File: src/rtl/cdb_arbiter_pkg.sv
// Shared widths and the CDB packet layout used by the result slots, the bus
// register and every CDB consumer.
package cdb_arbiter_pkg;

    localparam int unsigned XLEN        = 32;
    localparam int unsigned ROB_TAG_LEN = 5;

    typedef struct packed {
        logic                   valid;
        logic [ROB_TAG_LEN-1:0] rob_tag;
        logic [XLEN-1:0]        data;
        logic [XLEN-1:0]        target_pc;
        logic                   mispredict;
    } cdb_packet_t;

endpackage

File: src/rtl/rr_arbiter.sv
// Combinational round-robin picker: first set request at or after ptr, wrapping
// modulo N. The grant is one-hot, or zero when nothing requests.
module rr_arbiter #(
    parameter  int unsigned N  = 4,
    localparam int unsigned PW = (N > 1) ? $clog2(N) : 1
) (
    input  logic [N-1:0]  req,
    input  logic [PW-1:0] ptr,
    output logic [N-1:0]  grant
);

    logic          w_found;
    logic [PW-1:0] w_idx;

    always_comb begin
        grant   = '0;
        w_found = 1'b0;
        w_idx   = '0;
        for (int unsigned k = 0; k < N; k++) begin
            w_idx = PW'((32'(ptr) + k) % N);
            if (!w_found && req[w_idx]) begin
                grant[w_idx] = 1'b1;
                w_found      = 1'b1;
            end
        end
    end

endmodule

File: src/rtl/cdb_arbiter.sv
// Collects FU results into one-entry slots and broadcasts at most one per cycle
// on a registered common data bus, with round-robin fairness and ROB flush.
module cdb_arbiter
    import cdb_arbiter_pkg::*;
#(
    parameter int unsigned NUM_FU = 4
) (
    input  logic                                    clk,
    input  logic                                    reset,
    input  logic                                    flush,
    input  logic [NUM_FU-1:0]                       fu_valid,
    input  logic [NUM_FU-1:0][ROB_TAG_LEN-1:0]      fu_rob_tag,
    input  logic [NUM_FU-1:0][XLEN-1:0]             fu_data,
    input  logic [NUM_FU-1:0][XLEN-1:0]             fu_target_pc,
    input  logic [NUM_FU-1:0]                       fu_mispredict,
    output logic [NUM_FU-1:0]                       fu_ready,
    output logic                                    cdb_valid,
    output logic [ROB_TAG_LEN-1:0]                  cdb_rob_tag,
    output logic [XLEN-1:0]                         cdb_data,
    output logic [XLEN-1:0]                         cdb_target_pc,
    output logic                                    cdb_mispredict
);

    localparam int unsigned PW = $clog2(NUM_FU);

    cdb_packet_t       r_slot [NUM_FU];
    cdb_packet_t       r_cdb;
    logic [PW-1:0]     r_rr_ptr;

    logic [NUM_FU-1:0] w_req;
    logic [NUM_FU-1:0] w_grant;
    logic [PW-1:0]     w_gidx;
    logic [PW-1:0]     w_ptr_nxt;

    always_comb begin
        w_req = '0;
        for (int unsigned i = 0; i < NUM_FU; i++) begin
            w_req[i] = r_slot[i].valid;
        end
    end

    rr_arbiter #(.N(NUM_FU)) u_rr (
        .req   (w_req),
        .ptr   (r_rr_ptr),
        .grant (w_grant)
    );

    // Encode the one-hot grant and advance the pointer past the winner.
    always_comb begin
        w_gidx = '0;
        for (int unsigned i = 0; i < NUM_FU; i++) begin
            if (w_grant[i]) begin
                w_gidx = PW'(i);
            end
        end
        w_ptr_nxt = (32'(w_gidx) == NUM_FU - 1) ? '0 : PW'(32'(w_gidx) + 32'd1);
    end

    // A granted slot drains this edge, so it can be refilled on the same edge.
    assign fu_ready = {NUM_FU{reset && !flush}} & (~w_req | w_grant);

    always_ff @(posedge clk) begin
        if (!reset) begin
            for (int unsigned i = 0; i < NUM_FU; i++) begin
                r_slot[i] <= '0;
            end
            r_cdb    <= '0;
            r_rr_ptr <= '0;
        end else if (flush) begin
            // Payloads are retained; only the valid bits are dropped.
            for (int unsigned i = 0; i < NUM_FU; i++) begin
                r_slot[i].valid <= 1'b0;
            end
            r_cdb.valid <= 1'b0;
            r_rr_ptr    <= '0;
        end else begin
            for (int unsigned i = 0; i < NUM_FU; i++) begin
                if (fu_valid[i] && fu_ready[i]) begin
                    r_slot[i] <= '{valid:      1'b1,
                                   rob_tag:    fu_rob_tag[i],
                                   data:       fu_data[i],
                                   target_pc:  fu_target_pc[i],
                                   mispredict: fu_mispredict[i]};
                end else if (w_grant[i]) begin
                    r_slot[i].valid <= 1'b0;
                end
            end
            if (|w_grant) begin
                r_cdb    <= r_slot[w_gidx];
                r_rr_ptr <= w_ptr_nxt;
            end else begin
                r_cdb.valid <= 1'b0;
            end
        end
    end

    assign cdb_valid      = r_cdb.valid;
    assign cdb_rob_tag    = r_cdb.rob_tag;
    assign cdb_data       = r_cdb.data;
    assign cdb_target_pc  = r_cdb.target_pc;
    assign cdb_mispredict = r_cdb.mispredict;

endmodule

File: config.mk
export PLATFORM = sky130hd
export DESIGN_NAME = cdb_arbiter
export DESIGN_NICKNAME = d
export VERILOG_FILES = /design/src/rtl/cdb_arbiter_pkg.sv /design/src/rtl/rr_arbiter.sv /design/src/rtl/cdb_arbiter.sv
export SDC_FILE = /design/constraint.sdc
export NUM_CORES = 1
export LEC_CHECK = 0
export CORE_MARGIN = 2
export CORE_UTILIZATION = 50
export CTS_CLUSTER_DIAMETER = 150
export CTS_CLUSTER_SIZE = 12
export DETAILED_ROUTE_END_ITERATION = 6
export GPL_TIMING_DRIVEN = 0
export HOLD_SLACK_MARGIN = 0.05
export PLACE_DENSITY = 0.78
export SYNTH_ARGS = -nofsm -noshare
export SYNTH_HDL_FRONTEND = slang
export SYNTH_SLANG_ARGS = --single-unit
File: constraint.sdc
create_clock -name clk -period 6.21 [get_ports clk]
set_clock_uncertainty 0.2 [all_clocks]
set_input_delay 1.242 -clock clk [delete_from_list [all_inputs] [get_ports clk]]
set_output_delay 1.242 -clock clk [all_outputs]
set_load 0.005 [all_outputs]
Yosys cells after proc, flatten, opt, wreduce, memory -nomap -nowiden. Memory sizes are Yosys's and may differ from the RTL's. Index checks and enable logic that the tools add are counted.

Bits of input ports: 287. Logic and storage cells: 148. Memories kept: 1. Bits in writable memories: 284. Flip-flop bits (word level): 73.

Memory list: r_slot (words 4, bits a word 71, read ports 5, clocked after Yosys merged registers in 0, wr ports 4, line cdb_arbiter.sv:26) `cdb_packet_t r_slot [NUM_FU];`.

$add $sub $neg: 4. Equality and inequality tests: 1. $lt $le $gt $ge: 8. Reduce and logical (&&, ||, !) cells: 20. Muxes and demuxes: 83. Bitwise gates (word level): 25.

Operators by type and width (count): $mux 70 (4); $mux 1 (64); $mux 4 (4); $or 1x1->1 (16); $or 4x4->4 (4); $logic_and 1x1->1 (12); $lt 2x3->1 const B (4); $bmux 1 s2 (4); $demux 1 s2 (4); $ge 2x1->1 const B (4); $mux 2 (3); $add 2x1->2 const B (2); $add 2x2->2 const B (2); $and 4x4->4 (1); $logic_not 1->1 (4); $not 4->4 (1); $reduce_or 4->1 (1); $not 1->1 (3); $reduce_or 3->1 (1); $eq 2x2->1 const B (1); $reduce_and 2->1 (1); $reduce_or 2->1 (1).

Longest topological paths before layout. Gate-level depths: netlist (run 1). An unclocked memory read counts as a cell.

Word-level depth: 22. Depth in mapped cells: 14. Gate-level depth less buffers: 11.

Modules after synthesis. A second synthesis (run 1) with hierarchy kept.

Cell total of the unflattened synthesis: 1108. Area total of the unflattened synthesis: 15708.8 um2.

By module, submodules not included: cdb_arbiter (cells an instance 1072, sequential area each 9969.6 um2, times used 1, area an instance 15371.0 um2); rr_arbiter (cells an instance 36, sequential area each 0.0 um2, times used 1, area an instance 337.8 um2).

Least setup slack after synthesis (run 1). OpenSTA, ideal clock, no wires.

Kind: register to register. Start: reg r_rr_ptr[0]. End: mem r_slot[3][0] (netlist name) (enable). Data required time: 5570 ps. Clock period less this slack: 5072 ps. Arrival: 4432 ps. Cell stages (with the launch flop): 9. Setup time: 440 ps. Buffers on the path: 0. Slack: 1138 ps. Path through: dfxtp_1 -> inv_1 -> ha_1 -> mux4_2 -> nor4b_4 -> a221oi_2 -> a21oi_1 -> and2_1 -> nand2b_1.

RTL lines: start, declared (line cdb_arbiter.sv:28) `logic [PW-1:0] r_rr_ptr;`; start signal, assigned (line cdb_arbiter.sv:90) `r_rr_ptr <= w_ptr_nxt;`; end, declared (line cdb_arbiter.sv:26).

Worst setup path in the final report (run 1).
Start: reg r_rr_ptr[0]. End: out fu_ready[0].

Cells in the longest elaborated chain, start to end: 14. Elaborated cells between the ends (all ways): 49. Those cells by class: 3 x add/sub; 8 x order compare; 23 x mux; 5 x bitwise; 10 x reduce/logical.

Ends and longest elaborated chain: branches (longest 11 deep; another with $lt 2x3->1); $mux 4 * (line rr_arbiter.sv:21) `if (!w_found && req[w_idx]) begin`; $or 4x4->4 * (line cdb_arbiter.sv:60) `assign fu_ready = {NUM_FU{reset && !flush}} & (~w_req | w_grant);`; $and 4x4->4 * (line cdb_arbiter.sv:60); end, declared (line cdb_arbiter.sv:16) `output logic [NUM_FU-1:0] fu_ready,`.

Mark *: on every way between the ends. The select of a mux whose other input is x is not followed.

==> results of run 1 <==
-- sequential cells by signal (all words and copies together) (netlist names) --
register,cells
cdb_data,32
cdb_valid,1
cdb_target_pc,32
cdb_mispredict,1
r_rr_ptr,2
cdb_rob_tag,5
r_slot,284
-- repair_timing --
| action | in CTS | in global routing |
|---|---|---|
| setup buffers | 0 | 0 |
| endpoints found under the setup margin | 2 | 2 |
| cloned | 0 | 0 |
| gates resized for setup | 2 | 3 |
-- per-stage QoR --
stage | utilization (%) | total power [mW] | cell area [sq um] | hold WS (ps)
final | 68.46 | 7.451 | 20290 | 327.6
after global routing | 68.46 | 7.763 | 20290 | 350.1
after CTS | 68.32 | 7.429 | 20250 | 324.7
after detailed placement | 64.85 | 5.477 | 19220 | 308.3
after global placement | 64.45 | 5.419 | 19100 | 311.5
after floorplan | - | 4.402 | 15010 | 301.6
-- cell families (layout without fill, tap and decap cells) --
| family | after synthesis | count (layout) | share of synthesized area [%] |
|---|---|---|---|
| fa+ha+maj | 6 | 6 | 0.5001 |
| compound gates | 302 | 302 | 14.12 |
| other cells | 0 | 6 | 0 |
| simple gates | 384 | 384 | 14.74 |
| buf+inv | 111 | 537 | 3.567 |
| mux | 5 | 5 | 0.6668 |
| flops | 357 | 357 | 66.41 |
-- per-layer routing --
metal	routed length [microns]	share of wire [%]	vias to the layer above	global-route usage (%)
li1	-	-	5233	-
met1	18500	40	5714	39.11
met2	21960	48	642	46.63
met3	3590	7.8	106	3.522
met4	1761	3.8	0	11.95
met5	0	0	-	0
-- worst max-delay path, stage by stage, from the launching register on --
cell and delay (ps):
dfxtp_1 540, inv_1 150, ha_1 370, mux4_2 620, nor4b_4 500, a221oi_2 270
a21oi_4 510, clkbuf_1 440, clkdlybuf4s50_1 670
-- power by group through the flow --
| stage | combinational (mW) | clock (mW) | sequential (mW) |
|---|---|---|---|
| after global placement | 2.25 | 0 | 3.17 |
| after floorplan | 1.26 | 0 | 3.14 |
| after global routing | 2.54 | 2.07 | 3.16 |
| after CTS | 2.33 | 1.97 | 3.12 |
| final | 2.36 | 1.96 | 3.13 |
| after detailed placement | 2.31 | 0 | 3.17 |
-- final cells by class --
| cell class | instances | area share (%) |
|---|---|---|
| inverters | 5 | 0.09250 |
| repair buffers | 364 | 18.19 |
| multi-input cells | 697 | 22.53 |
| diodes | 6 | 0.07400 |
| clock inverters | 1 | 0.02467 |
| flip-flops and latches | 357 | 49.13 |
| plain buffers | 106 | 2.547 |
| well taps | 390 | 2.405 |
| clock buffers | 61 | 5.007 |
-- synthesized netlist by cell type, drive strengths merged --
master | n | area, sq um
a2bb2oi | 69 | 604.3
a211oi | 1 | 7.510
a22oi | 1 | 7.510
o211ai | 2 | 15.01
o221a | 1 | 11.26
clkbuf | 76 | 289.0
o21ai | 72 | 360.3
o2bb2ai | 1 | 8.760
dfxtp | 75 | 1501
nor2 | 73 | 274.0
a31oi | 1 | 21.27
nand4 | 1 | 6.260
nor4b | 1 | 23.77
inv | 5 | 18.76
edfxtp | 282 | 8468
or3 | 1 | 6.260
nand3 | 1 | 5.000
a21oi | 78 | 394.1
a221o | 2 | 31.28
nor3 | 2 | 21.27
ha | 6 | 75.07
nand2b | 1 | 6.260
and2 | 143 | 894.6
nor4bb | 1 | 10.01
nor2b | 1 | 6.260
buf | 30 | 227.7
a21boi | 1 | 7.510
o221ai | 1 | 8.760
and3 | 140 | 875.8
a221oi | 71 | 634.4
o21a | 1 | 7.510
mux4 | 4 | 90.09
mux2i | 1 | 10.01
nand2 | 17 | 63.81
or2 | 1 | 6.260
nor3b | 1 | 12.51
-- worst min-delay path by stage --
stage                                                end  slack, ps                     startpoint  cells after the start
after global placement    cdb_target_pc[13]$_SDFFE_PN0P_        310    r_slot[1][14]$_SDFFCE_PN0P_                      2
after CTS                    cdb_rob_tag[0]$_SDFFE_PN0P_        320    cdb_rob_tag[0]$_SDFFE_PN0P_                      2
after detailed placement     cdb_rob_tag[0]$_SDFFE_PN0P_        310    cdb_rob_tag[0]$_SDFFE_PN0P_                      2
after global routing       cdb_target_pc[8]$_SDFFE_PN0P_        350  cdb_target_pc[8]$_SDFFE_PN0P_                      2
final                        cdb_rob_tag[0]$_SDFFE_PN0P_        330    cdb_rob_tag[0]$_SDFFE_PN0P_                      2
after floorplan           cdb_target_pc[20]$_SDFFE_PN0P_        300    r_slot[1][21]$_SDFFCE_PN0P_                      2
==> impl_metrics.json, run 1 <==
{
  "clock_power_share_pct": 26.4,
  "synthesis.area_sq_um": 15010,
  "crit_type": "flop to output pin",
  "root_buffer": "clkbuf_16",
  "viasPerCell": 5.886,
  "cts_max_level": 2,
  "die_y_microns": 177.3,
  "clk_latency_ps": 520,
  "ys_warn_count": 0,
  "multiInputGateArea_sq_um": 4571,
  "place_inst": 1919,
  "setup_ws_ps": 178.4,
  "synth.avg_cell_area_sq_um": 12.89,
  "ys_seq_elements": 357,
  "layout-area-overhead-vs-synth_pct": 35.16,
  "fmax_ghz": 0.1658,
  "clk_pin_slew_ps": 70,
  "rsz0062_at_grt": "false",
  "dp_hpwl_microns": 32540,
  "r2r_cells": 10,
  "ys_seq_area_share_pct": 66.41,
  "rows": 63,
  "tns_ps": 0,
  "period_share_pct": 97.13,
  "drv_slew": 0,
  "slew_headroom_pct": 34.36,
  "grt_max_degree": 42,
  "hold_viol": 0,
  "r2r_slack_ps": 1390,
  "status": "finished with violations",
  "crit_start": "r_rr_ptr[0]$_SDFFE_PP0N_",
  "worst_pin_slew_ps": 984.6,
  "final_cell_mix": "360 x clkdlybuf4s50_1, 282 x edfxtp_1, 143 x and2_1, 140 x and3_1, 97 x clkbuf_1",
  "drt_wl_total_microns": 45820,
  "syn_nets": 1458,
  "portBuffers": 360,
  "fp.dieW_microns": 177.3,
  "startpoint_type": "flop",
  "layout_commonest_cell": "clkdlybuf4s50_1",
  "sequentialPowerShare_pct": 42.0,
  "gp_congestion": 0.8984,
  "worstPathArrival_ps": 4590,
  "power_density_nw_per_um2": 367.2,
  "holdCritPathClass": "flop to flop",
  "failed_checks": "DRC",
  "pwr-share-comb_pct": 31.6,
  "routedWlPerCell_microns": 23.06,
  "die_area_sq_um": 31430,
  "coreArea_sq_um": 29640,
  "cts_made_buffers": 35,
  "grt_use_total_pct": 28.65,
  "cp_max_fo": 10,
  "synthDistinctLibCells": 47,
  "dpl_worst_slack_ps": 217.1,
  "overflow": 0,
  "r2r-end": "r_slot[0][54]$_DFFE_PP_",
  "dr.pass1.iters": 7,
  "antenna_found_initial": 6,
  "p_switching_mw": 2.278,
  "clock-sinks": 357,
  "vias": 11700,
  "crit_required_ps": 4770,
  "min_period_ps": 6032,
  "maxCapViolCount": 0,
  "drc": 3,
  "intPower_mw": 5.173,
  "num_io_pins": 362,
  "grt_pass1_wl_microns": 67420,
  "final_cells": 1987,
  "grt_pass1_vias": 11680,
  "hold_buffers": 0,
  "power_leakage_nw": 7.866,
  "crit_path_end": "fu_ready[0]",
  "setup_viol": 0,
  "drive_gt1_share_pct": 5.845,
  "seqCellArea_sq_um": 9970,
  "switching_share_pct": 30.57,
  "end_kind": "output pin",
  "drtIter0Drc": 1039,
  "num-fill-cells": 2139,
  "cts_tree": "built",
  "r2r_start": "r_rr_ptr[0]$_SDFFE_PP0N_",
  "peakVddDrop_mv": 0.1579,
  "synthCells": 1165,
  "initial_utilization_pct": 50.65,
  "drtAntennaViolNets": 0,
  "max-clock-path-buffers": 3,
  "num-nets-final": 1859
}
Power figures use the tool's default switching activity.
==> run 2, diff against run 1 <==
Clock period 6.21 ns to 6.1 ns, I/O delays scaled along.
==> impl_metrics.json, run 2 (same netlist as run 1, synthesis figures left out) <==
{
  "status": "complete, no violations",
  "layout-area-overhead-vs-synth_pct": 35.14,
  "crit_chain": "inv_1 > ha_1 > mux4_2 > nor4b_4 > a221oi_4 > a21oi_4 > clkbuf_1 > clkdlybuf4s50_1",
  "routedWlPerCell_microns": 23.03,
  "dpl_worst_slack_ps": 129.1,
  "final_cell_mix": "360 x clkdlybuf4s50_1, 282 x edfxtp_1, 143 x and2_1, 140 x and3_1, 96 x clkbuf_1",
  "num-nets-final": 1858,
  "viasPerCell": 5.901,
  "power_mw": 7.583,
  "fp.dieW_microns": 177.3,
  "crit_path_max_incr_delay_ps": 620,
  "intPower_mw": 5.266,
  "layout_commonest_cell": "clkdlybuf4s50_1",
  "pwr-share-comb_pct": 31.6,
  "min_period_ps": 5864,
  "sequentialPowerShare_pct": 42.0,
  "slew_headroom_pct": 35.80,
  "end_kind": "output pin",
  "dr.pass1.iters": 5,
  "dpl_cell_area_sq_um": 19220,
  "die_y_microns": 177.3,
  "fin_hold_ws_ps": 326.2,
  "initial_utilization_pct": 50.65,
  "crit_cells": 8,
  "hold_viol": 0,
  "period_share_pct": 96.13,
  "portBuffers": 360,
  "dp_hpwl_microns": 32540,
  "final_area_sq_um": 20290,
  "holdCritPathClass": "flop to flop",
  "r2r_slack_ps": 1460,
  "worstPathArrival_ps": 4440,
  "rows": 63,
  "startpoint_type": "flop",
  "final_cells": 1986,
  "clock-sinks": 357,
  "drtAntennaViolNets": 0,
  "drive_gt1_share_pct": 5.849,
  "p_switching_mw": 2.316,
  "worst_pin_slew_ps": 962.9,
  "grt_pass1_wl_microns": 67440,
  "clk_latency_ps": 520,
  "critPathBufInv": 3,
  "largest_register_ffs": 284,
  "grt_max_degree": 42,
  "hold_depth": 2,
  "drt_wl_total_microns": 45740,
  "place_inst": 1919,
  "cp_top_family": "buffers and inverters",
  "die_area_sq_um": 31430,
  "cts_tree": "built",
  "drtIter0Drc": 1034,
  "maxCapViolCount": 0,
  "antenna_found_initial": 6,
  "overflow": 0,
  "power_leakage_nw": 7.865,
  "rsz0062_at_grt": "false",
  "power_density_nw_per_um2": 373.8,
  "switching_share_pct": 30.55,
  "root_buffer": "clkbuf_16",
  "drc": 0,
  "coreArea_sq_um": 29640,
  "drv_slew": 0,
  "cp_max_fo": 10,
  "postLayoutCoreUtil_pct": 68.45,
  "clock_power_share_pct": 26.3,
  "r2r_cells": 10,
  "peakVddDrop_mv": 0.1612,
  "top_register": "r_slot",
  "crit_slowest_cell": "mux4_2",
  "grt_use_total_pct": 28.66,
  "num_io_pins": 362,
  "max-clock-path-buffers": 3,
  "cts_made_buffers": 35,
  "tns_ps": 0,
  "setup_viol": 0,
  "crit_type": "flop to output pin",
  "clk_pin_slew_ps": 70,
  "vias": 11720,
  "grt_pass1_vias": 11670,
  "fmax_ghz": 0.1705,
  "cts_max_level": 2,
  "gp_congestion": 0.8984,
  "setup_ws_ps": 235.9,
  "crit_required_ps": 4680
}
-- run 2: cell count changes in the layout (fill, tap and decap cells not counted) --
| cell | change |
|---|---|
| clkbuf_1 | -1 |
-- run 2: path summary, 6_finish.rpt --
check                              startpoint                     endpoint
setup / recovery     r_rr_ptr[0]$_SDFFE_PP0N_                  fu_ready[3]
hold / removal    cdb_rob_tag[0]$_SDFFE_PN0P_  cdb_rob_tag[0]$_SDFFE_PN0P_
hold reg to reg   cdb_rob_tag[0]$_SDFFE_PN0P_  cdb_rob_tag[0]$_SDFFE_PN0P_
setup reg to reg     r_rr_ptr[0]$_SDFFE_PP0N_    cdb_data[23]$_SDFFE_PN0P_
-- run 2: what timing repair did --
action / in CTS / in global routing
gates resized for setup: 4 / 1
hold buffers: 0 / 0
setup endpoints to repair: 2 / 2
setup buffers: 0 / 0
-- run 2: cell type report --
type                    count  area (sq um)
fillers                  2139          9351
plain buffers             105         513.0
clock inverters             1         5.005
diodes                      6         15.01
repair buffers            364          3691
inverters                   5         18.77
flip-flops and latches    357          9970
clock buffers              61          1016
multi-input cells         697          4571
well taps                 390         488.0
-- run 2: per-layer routing --
layer | routed length (microns) | track usage, %
met1 | 18380 | 39.16
met2 | 21870 | 46.69
met3 | 3627 | 3.436
met4 | 1863 | 11.89
met5 | 0 | 0
-- run 2: power by group through the flow --
stage / Combinational (mW) / Sequential, mW / Clock (mW)
6_report: 2.40 / 3.19 / 2.00
5_1_grt: 2.59 / 3.21 / 2.10
4_1_cts: 2.38 / 3.18 / 2.01
3_5_place_dp: 2.35 / 3.22 / 0
3_3_place_gp: 2.29 / 3.23 / 0
2_1_floorplan: 1.28 / 3.20 / 0
-- run 2: worst min-delay path: stages, from the launching register on --
cell	delay, ps
dfxtp_1	310
o21ai_1	120
a21oi_1	50
